`config.mk`:
```
export PLATFORM = sky130hd
export DESIGN_NAME = fifo_axis_reader
export DESIGN_NICKNAME = d
export VERILOG_FILES = /design/src/rtl/fifo_axis_pkg.sv /design/src/rtl/axis_skid_buf.sv /design/src/rtl/fifo_axis_reader.sv
export SDC_FILE = /design/constraint.sdc
export NUM_CORES = 1
export LEC_CHECK = 0
export ABC_AREA = 1
export CAP_MARGIN = 20
export CORE_MARGIN = 2
export CORE_UTILIZATION = 35
export CTS_CLUSTER_SIZE = 12
export DETAILED_ROUTE_END_ITERATION = 12
export GPL_ROUTABILITY_DRIVEN = 0
export GPL_TIMING_DRIVEN = 0
export MAX_ROUTING_LAYER = met4
export PLACE_DENSITY = 0.69
export SLEW_MARGIN = 10
export SYNTH_ARGS = -nofsm -noshare
export SYNTH_HDL_FRONTEND = slang
export SYNTH_HIERARCHICAL = 1
export SYNTH_SLANG_ARGS = --single-unit
```
`constraint.sdc`:
```
create_clock -name wr_clk -period 3.29 [get_ports wr_clk]
set_clock_uncertainty 0.2 [all_clocks]
set_input_delay 0.658 -clock wr_clk [delete_from_list [all_inputs] [get_ports wr_clk]]
set_output_delay 0.658 -clock wr_clk [all_outputs]
set_load 0.02 [all_outputs]
```
`src/rtl/fifo_axis_pkg.sv`:
```
// Shared types and constants for the FWFT-FIFO to AXI-Stream reader.
package fifo_axis_pkg;

    typedef enum logic [0:0] {
        IDLE  = 1'b0,
        FRAME = 1'b1
    } state_e;

    localparam int OCC_W              = 2;
    localparam int DATA_WIDTH_DEFAULT = 32;

endpackage

```
`src/rtl/axis_skid_buf.sv`:
```
// Two-entry in-order output buffer (head + skid) driving an AXI-Stream master port.
module axis_skid_buf
    import fifo_axis_pkg::*;
#(
    parameter int DATA_WIDTH = DATA_WIDTH_DEFAULT
) (
    input  logic                  clk,
    input  logic                  rst_n,
    input  logic                  push,
    input  logic [DATA_WIDTH-1:0] data_in,
    output logic [DATA_WIDTH-1:0] m_tdata,
    output logic                  m_tvalid,
    input  logic                  m_tready,
    output logic [OCC_W-1:0]      occ
);

    logic [DATA_WIDTH-1:0] head_q, head_d;
    logic [DATA_WIDTH-1:0] skid_q, skid_d;
    logic [OCC_W-1:0]      occ_q, occ_d;
    logic                  hs;

    assign m_tvalid = (occ_q != '0);
    assign m_tdata  = head_q;
    assign occ      = occ_q;
    assign hs       = m_tvalid && m_tready;

    always_comb begin
        head_d = head_q;
        skid_d = skid_q;
        occ_d  = occ_q;
        case (occ_q)
            OCC_W'(0): begin
                if (push) begin
                    head_d = data_in;
                    occ_d  = OCC_W'(1);
                end
            end
            OCC_W'(1): begin
                if (hs && push) begin
                    head_d = data_in;
                end else if (hs) begin
                    occ_d = OCC_W'(0);
                end else if (push) begin
                    skid_d = data_in;
                    occ_d  = OCC_W'(2);
                end
            end
            default: begin
                // Full: the older skid word is promoted so order is preserved.
                if (hs) begin
                    head_d = skid_q;
                    if (push) begin
                        skid_d = data_in;
                    end else begin
                        occ_d = OCC_W'(1);
                    end
                end
            end
        endcase
    end

    always_ff @(posedge clk or negedge rst_n) begin
        if (!rst_n) begin
            head_q <= '0;
            skid_q <= '0;
            occ_q  <= '0;
        end else begin
            head_q <= head_d;
            skid_q <= skid_d;
            occ_q  <= occ_d;
        end
    end

endmodule

```
`src/rtl/fifo_axis_reader.sv`:
```
// Drains an FWFT FIFO into an AXI-Stream master with framed TLAST generation.
module fifo_axis_reader
    import fifo_axis_pkg::*;
#(
    parameter int DATA_WIDTH = DATA_WIDTH_DEFAULT,
    parameter int LEN_WIDTH  = 16
) (
    input  logic                  wr_clk,
    input  logic                  rst_n,
    input  logic                  enable,
    input  logic [LEN_WIDTH-1:0]  cfg_frame_len,
    input  logic [DATA_WIDTH-1:0] fifo_dout,
    input  logic                  fifo_empty,
    output logic                  fifo_rd_en,
    output logic [DATA_WIDTH-1:0] m_axis_tdata,
    output logic                  m_axis_tvalid,
    input  logic                  m_axis_tready,
    output logic                  m_axis_tlast,
    output logic                  frame_done,
    output logic [LEN_WIDTH-1:0]  beat_cnt
);

    logic [OCC_W-1:0]     occ;
    logic                 hs;
    logic                 last_beat;
    logic [LEN_WIDTH-1:0] cfg_len_safe;

    state_e               state_q, state_d;
    logic [LEN_WIDTH-1:0] beat_cnt_q, beat_cnt_d;
    logic [LEN_WIDTH-1:0] frame_len_q, frame_len_d;
    logic                 frame_done_q, frame_done_d;

    // Gated by rst_n so nothing is popped (and lost) while reset is held.
    assign fifo_rd_en = rst_n && enable && !fifo_empty && (occ < OCC_W'(2));

    axis_skid_buf #(
        .DATA_WIDTH(DATA_WIDTH)
    ) u_buf (
        .clk      (wr_clk),
        .rst_n    (rst_n),
        .push     (fifo_rd_en),
        .data_in  (fifo_dout),
        .m_tdata  (m_axis_tdata),
        .m_tvalid (m_axis_tvalid),
        .m_tready (m_axis_tready),
        .occ      (occ)
    );

    assign hs           = m_axis_tvalid && m_axis_tready;
    assign last_beat    = (beat_cnt_q == frame_len_q - LEN_WIDTH'(1));
    assign m_axis_tlast = m_axis_tvalid && last_beat;
    assign frame_done   = frame_done_q;
    assign beat_cnt     = beat_cnt_q;
    assign cfg_len_safe = (cfg_frame_len == '0) ? LEN_WIDTH'(1) : cfg_frame_len;

    always_comb begin
        state_d      = state_q;
        beat_cnt_d   = beat_cnt_q;
        frame_len_d  = frame_len_q;
        frame_done_d = 1'b0;
        case (state_q)
            IDLE: begin
                beat_cnt_d  = '0;
                frame_len_d = cfg_len_safe;
                if (hs) begin
                    if (last_beat) begin
                        frame_done_d = 1'b1;
                    end else begin
                        state_d     = FRAME;
                        beat_cnt_d  = LEN_WIDTH'(1);
                        frame_len_d = frame_len_q;
                    end
                end
            end
            default: begin
                if (hs) begin
                    if (last_beat) begin
                        // Reload on exit so a back-to-back first beat already sees the new length.
                        state_d      = IDLE;
                        beat_cnt_d   = '0;
                        frame_len_d  = cfg_len_safe;
                        frame_done_d = 1'b1;
                    end else begin
                        beat_cnt_d = beat_cnt_q + LEN_WIDTH'(1);
                    end
                end
            end
        endcase
    end

    always_ff @(posedge wr_clk or negedge rst_n) begin
        if (!rst_n) begin
            state_q      <= IDLE;
            beat_cnt_q   <= '0;
            frame_len_q  <= LEN_WIDTH'(1);
            frame_done_q <= 1'b0;
        end else begin
            state_q      <= state_d;
            beat_cnt_q   <= beat_cnt_d;
            frame_len_q  <= frame_len_d;
            frame_done_q <= frame_done_d;
        end
    end

endmodule
```
# Word level (Yosys, flattened, before mapping)
# Index checks and enable logic that the tools add are counted.
# totals
n_memories	0
wordCells	67
latchBits	0
in_bits	53
rom_bits	0
regBits	100
ram_bits	0
# op_classes
n_div	0
bitwise_logic	1
n_shift	0
multipliers	0
reduce_logical	15
n_mux	32
order_cmp	1
addsub	2
n_eq_ne	9
# ops
operator	n
$mux W32	7
$mux W16	8
$pmux W32 S2	2
$add A16 B1 Y16 const B	1
$eq A16 B16 Y1	1
$logic_not A16 Y1	1
$sub A16 B1 Y16 const B	1
$mux W2	6
$mux W1	8
$logic_and A1 B1 Y1	6
$ne A2 B1 Y1 const B	3
$reduce_and A5 Y1	1
$ne A2 B2 Y1 const B	2
$pmux W2 S2	1
$reduce_and A4 Y1	1
$reduce_bool A2 Y1	2
$ne A3 B1 Y1 const B	1
$ne A3 B3 Y1 const B	1
$reduce_and A3 Y1	1
$reduce_bool A3 Y1	1
$eq A2 B1 Y1 const B	1
$logic_not A2 Y1	1
$lt A2 B2 Y1 const B	1
$logic_not A1 Y1	1
$not A1 Y1	1

# Depth between registers and ports, before layout
# Gate-level depths: netlist of the first run.
# logic_depth
ltp_word	7
ltp_mapped	18

# By module
# Netlist of the first run, hierarchy kept.
# by_module_without_submodules
module	instances	cells_each	area_each_um2
axis_skid_buf	1	407	3109.2
fifo_axis_reader	1	415	2712.6

# Worst setup path after synthesis of the first run
# Ideal clock, no wire load.
# synth_timing
path_type	reg2out
start	register frame_len_q[0]
end	output port m_axis_tlast
path_buffers	1
arrival_ps	2068
setup_slack_ps	364
t_required_ps	2432
path_stages_with_launch	15
cell_sequence	dfstp_2 > inv_2 > ha_1 > nand2_1 > nand2_1 > nor2_1 > nand2_1 > nor2_1 > nand2_1 > nor2_1 > nand2_2 > nor2_8 > nand2_4 > buf_2 > nor2_1
# synth_via
elab_chain_cells	3
# synth_rtl
element	line_no	source
start, declared	fifo_axis_reader.sv:30	logic [LEN_WIDTH-1:0] frame_len_q, frame_len_d;
start signal, assigned	fifo_axis_reader.sv:100	frame_len_q <= frame_len_d;
$sub A16 B1 Y16	fifo_axis_reader.sv:50	assign last_beat = (beat_cnt_q == frame_len_q - LEN_WIDTH'(1));
$eq A16 B16 Y1	fifo_axis_reader.sv:50	
$logic_and A1 B1 Y1	fifo_axis_reader.sv:51	assign m_axis_tlast = m_axis_tvalid && last_beat;
end, declared	fifo_axis_reader.sv:18	output logic m_axis_tlast,
# Every way passes these cells.

# Worst setup path after layout of the first run
# Ends and elaborated chain as after synthesis.

==> flow_metrics.py, run 1 <==
metrics = {
    "logic_synthesis": {
        "synth-simple-area-share_pct": 42.94,
        "ys_seq_area_share_pct": 43.00,
        "async_flop_share_pct": 100.0,
        "ys.warnings.count": 6,
        "synthesis.nets": 878,
        "synth_xor_area_share_pct": 2.407,
        "syn_avg_cell_area_um2": 7.083,
        "synth-edff-count": 0,
        "synth_top_family_by_area": "simple AND/OR/NAND/NOR gates",
        "syn_inst": 822,
        "ys.flop_type": "dfrtp_1",
        "synthMuxAreaShare_pct": 0,
        "synth_compound_area_share_pct": 3.568,
        "synth_area_um2": 5822,
        "synthAdderAreaFrac_pct": 0.6447,
        "ys_ff_latch": 100,
        "ys_types": 37,
    },
    "sta": {
        "period_minus_slack_ns": 3.209,
        "setup_viol": 0,
        "worst_slew_pin_slew_ns": 0.8182,
        "max_slew_margin_pct": 45.25,
        "min_period_over_period_pct": 97.52,
        "whs_ns": 0.05035,
        "rsz0062_at_grt": "yes",
        "fin_tns_setup_ns": 0,
        "fmaxAchievable_mhz": 311.7,
        "slew_viol_final": 0,
        "hold_viol": 0,
        "setup_slack_ns": 0.08148,
    },
    "floorplanning": {
        "core_um2": 16410,
        "die_w_um": 133.0,
        "fp-row-count": 47,
        "ioPinCount": 105,
        "die_height_um": 133.0,
        "start_util_pct": 35.48,
        "dieArea_um2": 17680,
    },
    "setup_path": {
        "crit_start": "frame_len_q[0]$_DFFE_PN1P_",
        "rr_endpoint": "beat_cnt[3]$_DFFE_PN0P_",
        "cp-start-kind": "flip-flop",
        "critPathMaxStageDelay_ns": 0.58,
        "r2r_slack_ns": 0.27,
        "reg2reg_from": "u_buf/occ[1]$_DFFE_PN0P_",
        "critPathCaptureType": "primary output",
        "arrival_ns": 2.35,
        "r2r_cells": 9,
        "critPathSlowestCell": "dfstp_2",
        "crit_chain": "inv_4 -> ha_4 -> inv_2 -> nand2_1 -> nand2_1 -> nor2_1 -> nand2_1 -> nor2_1 -> nand2_1 -> nor2_1 -> nand2_2 -> nor2_8 -> nand2_8 -> nor2_4 -> buf_6",
        "required_ns": 2.43,
        "cp_common_cell": "nand2_1",
        "path_class": "flip-flop to primary output",
        "worstPathMaxFanout": 6,
        "endpoint": "m_axis_tlast",
    },
    "detailed_routing": {
        "wl_per_cell_um": 14.09,
        "detail-route-antenna-nets": 0,
        "wirelength_mm": 16.48,
        "drc": 0,
        "dr_wl_met3_um": 922,
        "wl_met1_mm": 7.530,
        "route.met2.wl_mm": 7.790,
        "top_layer_used": "met4",
        "dr.pass1.iters": 5,
        "vias_per_cell": 4.902,
        "drt-initial-drc-count": 374,
        "vias": 5735,
    },
    "global_routing": {
        "grt_pass1_vias": 5525,
        "antenna_found_initial": 0,
        "track_usage_pct": 19.86,
        "grt-ovfl-total": 0,
        "grt_max_degree": 37,
        "grt_pass1_wl_mm": 27.52,
    },
    "power_and_ir_drop": {
        "p_sw_share_pct": 43.86,
        "pwr-share-comb_pct": 48.3,
        "p_leak_nw": 3.930,
        "p_switching_mw": 2.681,
        "clockPowerShare_pct": 18.4,
        "power_frac_seq_pct": 33.3,
        "p_per_area_nw_per_um2": 803.5,
        "vdd_drop_max_mv": 0.4089,
        "p_int_mw": 3.431,
    },
    "place": {
        "dpl_worst_slack_ns": -0.3554,
        "io_buffers": 104,
        "place_area_um2": 7167,
        "hpwlAfterDp_mm": 11.56,
    },
    "clock_network": {
        "path_clk_slew_ns": 0.08,
        "clk_latency_ns": 0.36,
        "clockBufferDepth": 2,
        "cts_tree": "built",
        "cts.sinks": 100,
        "clock-root-buffer": "clkbuf_16",
        "h-tree-depth": 3,
        "cts_made_buffers": 9,
    },
    "layout": {
        "layout_commonest_cell": "nand2_1",
        "antenna-diode-count": 0,
        "design_area_um2": 7607,
        "area_growth_pct": 30.67,
        "final_cell_mix": "nand2_1 (384), nand3_1 (108), clkdlybuf4s50_1 (102)",
        "layout.nets": 1001,
        "drive_gt1_share_pct": 10.42,
        "nFillCells": 1626,
    },
    "worst_hold_path": {
        "hp-class": "primary input to asynchronous set/reset pin",
    },
    "status": {
        "status": "finished, final reports clean",
    },
    "flow_run": {
        "drv_cap": 0,
    },
}
[logic make-up after synthesis]
logic type / after synthesis
AOI/OAI and AO/OA: 34
xor gates and xnor gates: 16
adders and majority gates: 3
buffers and inverters: 93
DFF: 100
and+or+nand+nor: 576
[flip-flops by register name, summed over array words and instances, names as in the netlist, named ones only]
register,cells
beat_cnt,16
u_buf/skid_q,32
frame_len_q,16
u_buf/m_tdata,32
frame_done,1
u_buf/occ,2
[synth_stat cells (5+ instances only)]
library cell	number	share of area, %
inv_1	41	2.6
buf_4	5	0.64
inv_2	10	0.64
nor2_2	6	0.64
o21ai_0	15	1.3
nor3_1	6	0.52
nand2_1	384	25
buf_2	18	1.5
nand3b_1	9	1.2
xor2_1	12	1.8
nand2_2	6	0.64
nor2_1	27	1.7
dfrtp_1	99	43
buf_6	5	0.97
nand4_1	14	1.5
clkbuf_1	8	0.52
o22ai_1	8	0.86
nand3_1	108	9.3
[cell type report]
type / instances / area, um2 / area share [%]
Timing Repair Buffer: 113 / 1169 / 15.36
Buffer: 39 / 226.5 / 2.977
Tap cell: 220 / 275.3 / 3.618
Clock buffer: 9 / 225.2 / 2.961
Sequential cell: 100 / 2504 / 32.91
Clock inverter: 7 / 85.08 / 1.118
Inverter: 53 / 203.9 / 2.681
Multi-Input combinational cell: 629 / 2919 / 38.37
[what timing repair did]
action,CTS,global route
endpoints found under the setup margin,2,1
setup buffers,1,5
resized for setup,11,3
cloned,1,0
hold buffers,1,0
pin swaps,1,1
endpoints found under the hold margin,29,0
[power groups by stage]
stage / registers [mW] / clock network, mW / logic [mW]
final: 2.03 / 1.13 / 2.95
after global routing: 2.09 / 1.21 / 3.30
after detailed placement: 2.04 / 0 / 2.90
after CTS: 2.03 / 1.16 / 2.93
after global placement: 2.04 / 0 / 2.85
after floorplan: 2.19 / 0 / 1.71
[worst max-delay path: cells and delay by family, from the launching register on]
kind,cells,cell delay (ns)
adders and majority gates,1,0.26
buffers and inverters,3,0.21
DFF,1,0.58
and+or+nand+nor,11,0.93
[worst min path at each step]
stage | cells after the start | slack (ns) | end
global placement | 2 | 0.25 | u_buf/skid_q[16]$_DFFE_PN0P_
detailed placement | 2 | 0.26 | u_buf/m_tdata[13]$_DFFE_PN0P_
floorplan | 0 | 0.16 | asynchronous set/reset pin
CTS | 2 | 0.06 | u_buf/m_tdata[27]$_DFFE_PN0P_
finish | 2 | 0.05 | u_buf/m_tdata[27]$_DFFE_PN0P_
global route | 2 | 0.06 | u_buf/m_tdata[27]$_DFFE_PN0P_
[stage by stage]
step                cells  utilization (%)  total power, mW
floorplan             822                -            3.899
global placement     1146            43.51            4.882
global route         1170            46.37            6.598
CTS                  1165            46.05            6.122
finish               1170            46.37            6.113
detailed placement   1147            43.68            4.935
[routing by layer]
metal / up-vias / track usage (%)
met1: 2664 / 25.90
met3: 23 / 3.678
li1: 2864 / -
met4: 0 / 5.854
met2: 184 / 31.61
met5: - / -
Power figures use the tool's default switching activity.
==> run 2, diff against run 1 <==
--- a/config.mk
+++ b/config.mk
@@ -15,7 +15,6 @@
 export GPL_TIMING_DRIVEN = 0
 export MAX_ROUTING_LAYER = met4
 export PLACE_DENSITY = 0.69
-export SLEW_MARGIN = 10
 export SYNTH_ARGS = -nofsm -noshare
 export SYNTH_HDL_FRONTEND = slang
 export SYNTH_HIERARCHICAL = 1
==> flow_metrics.py, run 2 (same netlist as run 1, synthesis figures left out) <==
metrics = {
    "detailed_routing": {
        "drt-initial-drc-count": 400,
        "wl_met1_mm": 7.491,
        "drc": 0,
        "route.met2.wl_mm": 7.707,
        "detail-route-antenna-nets": 0,
        "wl_per_cell_um": 14.03,
        "top_layer_used": "met4",
        "vias": 5711,
        "wirelength_mm": 16.39,
        "vias_per_cell": 4.890,
        "dr.pass1.iters": 5,
        "dr_wl_met3_um": 945,
    },
    "place": {
        "dpl_worst_slack_ns": -0.3554,
        "io_buffers": 104,
        "hpwlAfterDp_mm": 11.58,
    },
    "global_routing": {
        "grt_pass1_wl_mm": 27.42,
        "grt-ovfl-total": 0,
        "antenna_found_initial": 0,
        "grt_pass1_vias": 5505,
        "grt_max_degree": 62,
        "track_usage_pct": 19.75,
    },
    "setup_path": {
        "path_buf_inv": 3,
        "critPathMaxStageDelay_ns": 0.58,
        "worstPathMaxFanout": 6,
        "critPathSlowestCell": "dfstp_2",
        "cp_top_family": "simple AND/OR/NAND/NOR gates",
        "path_class": "flip-flop to primary output",
        "rr_endpoint": "beat_cnt[3]$_DFFE_PN0P_",
        "r2r_slack_ns": 0.26,
        "critPathCaptureType": "primary output",
        "reg2reg_from": "u_buf/occ[1]$_DFFE_PN0P_",
        "crit_chain": "inv_4 -> ha_4 -> inv_2 -> nand2_1 -> nand2_1 -> nor2_1 -> nand2_1 -> nor2_1 -> nand2_1 -> nor2_1 -> nand2_2 -> nor2_8 -> nand2_8 -> nor2_4 -> buf_6",
        "cp_common_cell": "nand2_1",
        "cp-start-kind": "flip-flop",
        "arrival_ns": 2.42,
        "worst-path-stages": 15,
        "crit_start": "frame_len_q[0]$_DFFE_PN1P_",
        "r2r_cells": 9,
        "required_ns": 2.43,
    },
    "power_and_ir_drop": {
        "p_switching_mw": 2.686,
        "pwr-share-comb_pct": 48.2,
        "clockPowerShare_pct": 18.5,
        "p_leak_nw": 3.903,
        "p_sw_share_pct": 43.94,
        "p_int_mw": 3.426,
        "power_frac_seq_pct": 33.3,
        "p_per_area_nw_per_um2": 808.1,
        "vdd_drop_max_mv": 0.4023,
    },
    "sta": {
        "max_slew_margin_pct": 45.04,
        "setup_viol": 0,
        "hold_viol": 16,
        "fmaxAchievable_mhz": 304.8,
        "min_period_over_period_pct": 99.71,
        "setup_slack_ns": 0.009386,
        "slew_viol_final": 0,
        "whs_ns": -0.02661,
        "rsz0062_at_grt": "yes",
        "period_minus_slack_ns": 3.281,
        "worst_slew_pin_slew_ns": 0.8214,
        "fin_tns_setup_ns": 0,
    },
    "layout": {
        "final_cell_mix": "nand2_1 (384), nand3_1 (108), clkdlybuf4s50_1 (102)",
        "layout_commonest_cell": "nand2_1",
        "area_growth_pct": 29.92,
        "layout.nets": 999,
        "antenna-diode-count": 0,
        "drive_gt1_share_pct": 10.23,
    },
    "clock_network": {
        "clk_latency_ns": 0.36,
        "cts_tree": "built",
        "clockBufferDepth": 2,
        "cts_made_buffers": 9,
        "clock-root-buffer": "clkbuf_16",
        "cts.sinks": 100,
        "h-tree-depth": 3,
        "path_clk_slew_ns": 0.08,
    },
    "floorplanning": {
        "die_height_um": 133.0,
        "start_util_pct": 35.48,
        "ioPinCount": 105,
        "fp-row-count": 47,
        "die_w_um": 133.0,
        "dieArea_um2": 17680,
        "core_um2": 16410,
    },
    "status": {
        "violations": "hold timing",
        "status": "complete, but fails checks",
    },
    "worst_hold_path": {
        "hp-class": "primary input to asynchronous set/reset pin",
    },
    "flow_run": {
        "drv_cap": 0,
    },
}
==> run 2: worst register-to-register path: stages, from the launching register on <==
cell,delay [ns]
dfrtp_1,0.40
buf_4,0.18
inv_4,0.12
nand2_2,0.11
nand2_1,0.27
inv_2,0.18
nor2_1,0.66
inv_1,0.27
clkbuf_1,0.32
o22ai_1,0.25
==> run 2: area by class of cell <==
type | count | area, um2
plain buffers | 39 | 226.5
clock buffers | 9 | 225.2
clock inverters | 7 | 85.08
fillers | 1627 | 8843
inverters | 53 | 203.9
multi-input cells | 629 | 2919
flip-flops and latches | 100 | 2504
well taps | 220 | 275.3
repair buffers | 111 | 1125
==> run 2: power by group through the flow <==
| stage | sequential (mW) | clock (mW) | combinational [mW] |
|---|---|---|---|
| 6_report | 2.03 | 1.13 | 2.94 |
| 5_1_grt | 2.09 | 1.21 | 3.29 |
| 3_3_place_gp | 2.04 | 0 | 2.85 |
| 3_5_place_dp | 2.04 | 0 | 2.90 |
| 2_1_floorplan | 2.19 | 0 | 1.71 |
| 4_1_cts | 2.03 | 1.16 | 2.92 |
==> run 2: timing repair <==
action,in CTS,in global routing
setup endpoints to repair,2,2
gates resized for setup,9,9
hold buffers,0,0
setup buffers,0,6
pin swaps,0,2
endpoints found under the hold margin,0,0
==> run 2: metrics by stage <==
stage	cells	utilization [%]	instance area [um2]	power (mW)	hold WS [ns]
2_1_floorplan	822	-	5822	3.899	0.1624
3_3_place_gp	1146	43.51	7138	4.882	0.2546
3_5_place_dp	1147	43.66	7163	4.935	0.2580
4_1_cts	1162	45.61	7483	6.107	0.1041
5_1_grt	1168	46.10	7564	6.595	0.01127
6_report	1168	46.10	7564	6.112	-0.02661
==> run 2: how the worst max path moves through the flow <==
| stage | slack, ns | endpoint |
|---|---|---|
| 6_report | 0.009 | m_axis_tlast |
| 2_1_floorplan | 0.36 | m_axis_tlast |
| 3_5_place_dp | -0.36 | m_axis_tlast |
| 3_3_place_gp | -3.79 | fifo_rd_en |
| 4_1_cts | -0.13 | m_axis_tlast |
| 5_1_grt | -0.16 | m_axis_tlast |
==> run 2: routing by layer <==
| metal | global-route usage [%] | vias to the layer above |
|---|---|---|
| met5 | - | - |
| met1 | 25.81 | 2669 |
| li1 | - | 2858 |
| met2 | 31.26 | 165 |
| met4 | 5.854 | 0 |
| met3 | 3.793 | 19 |
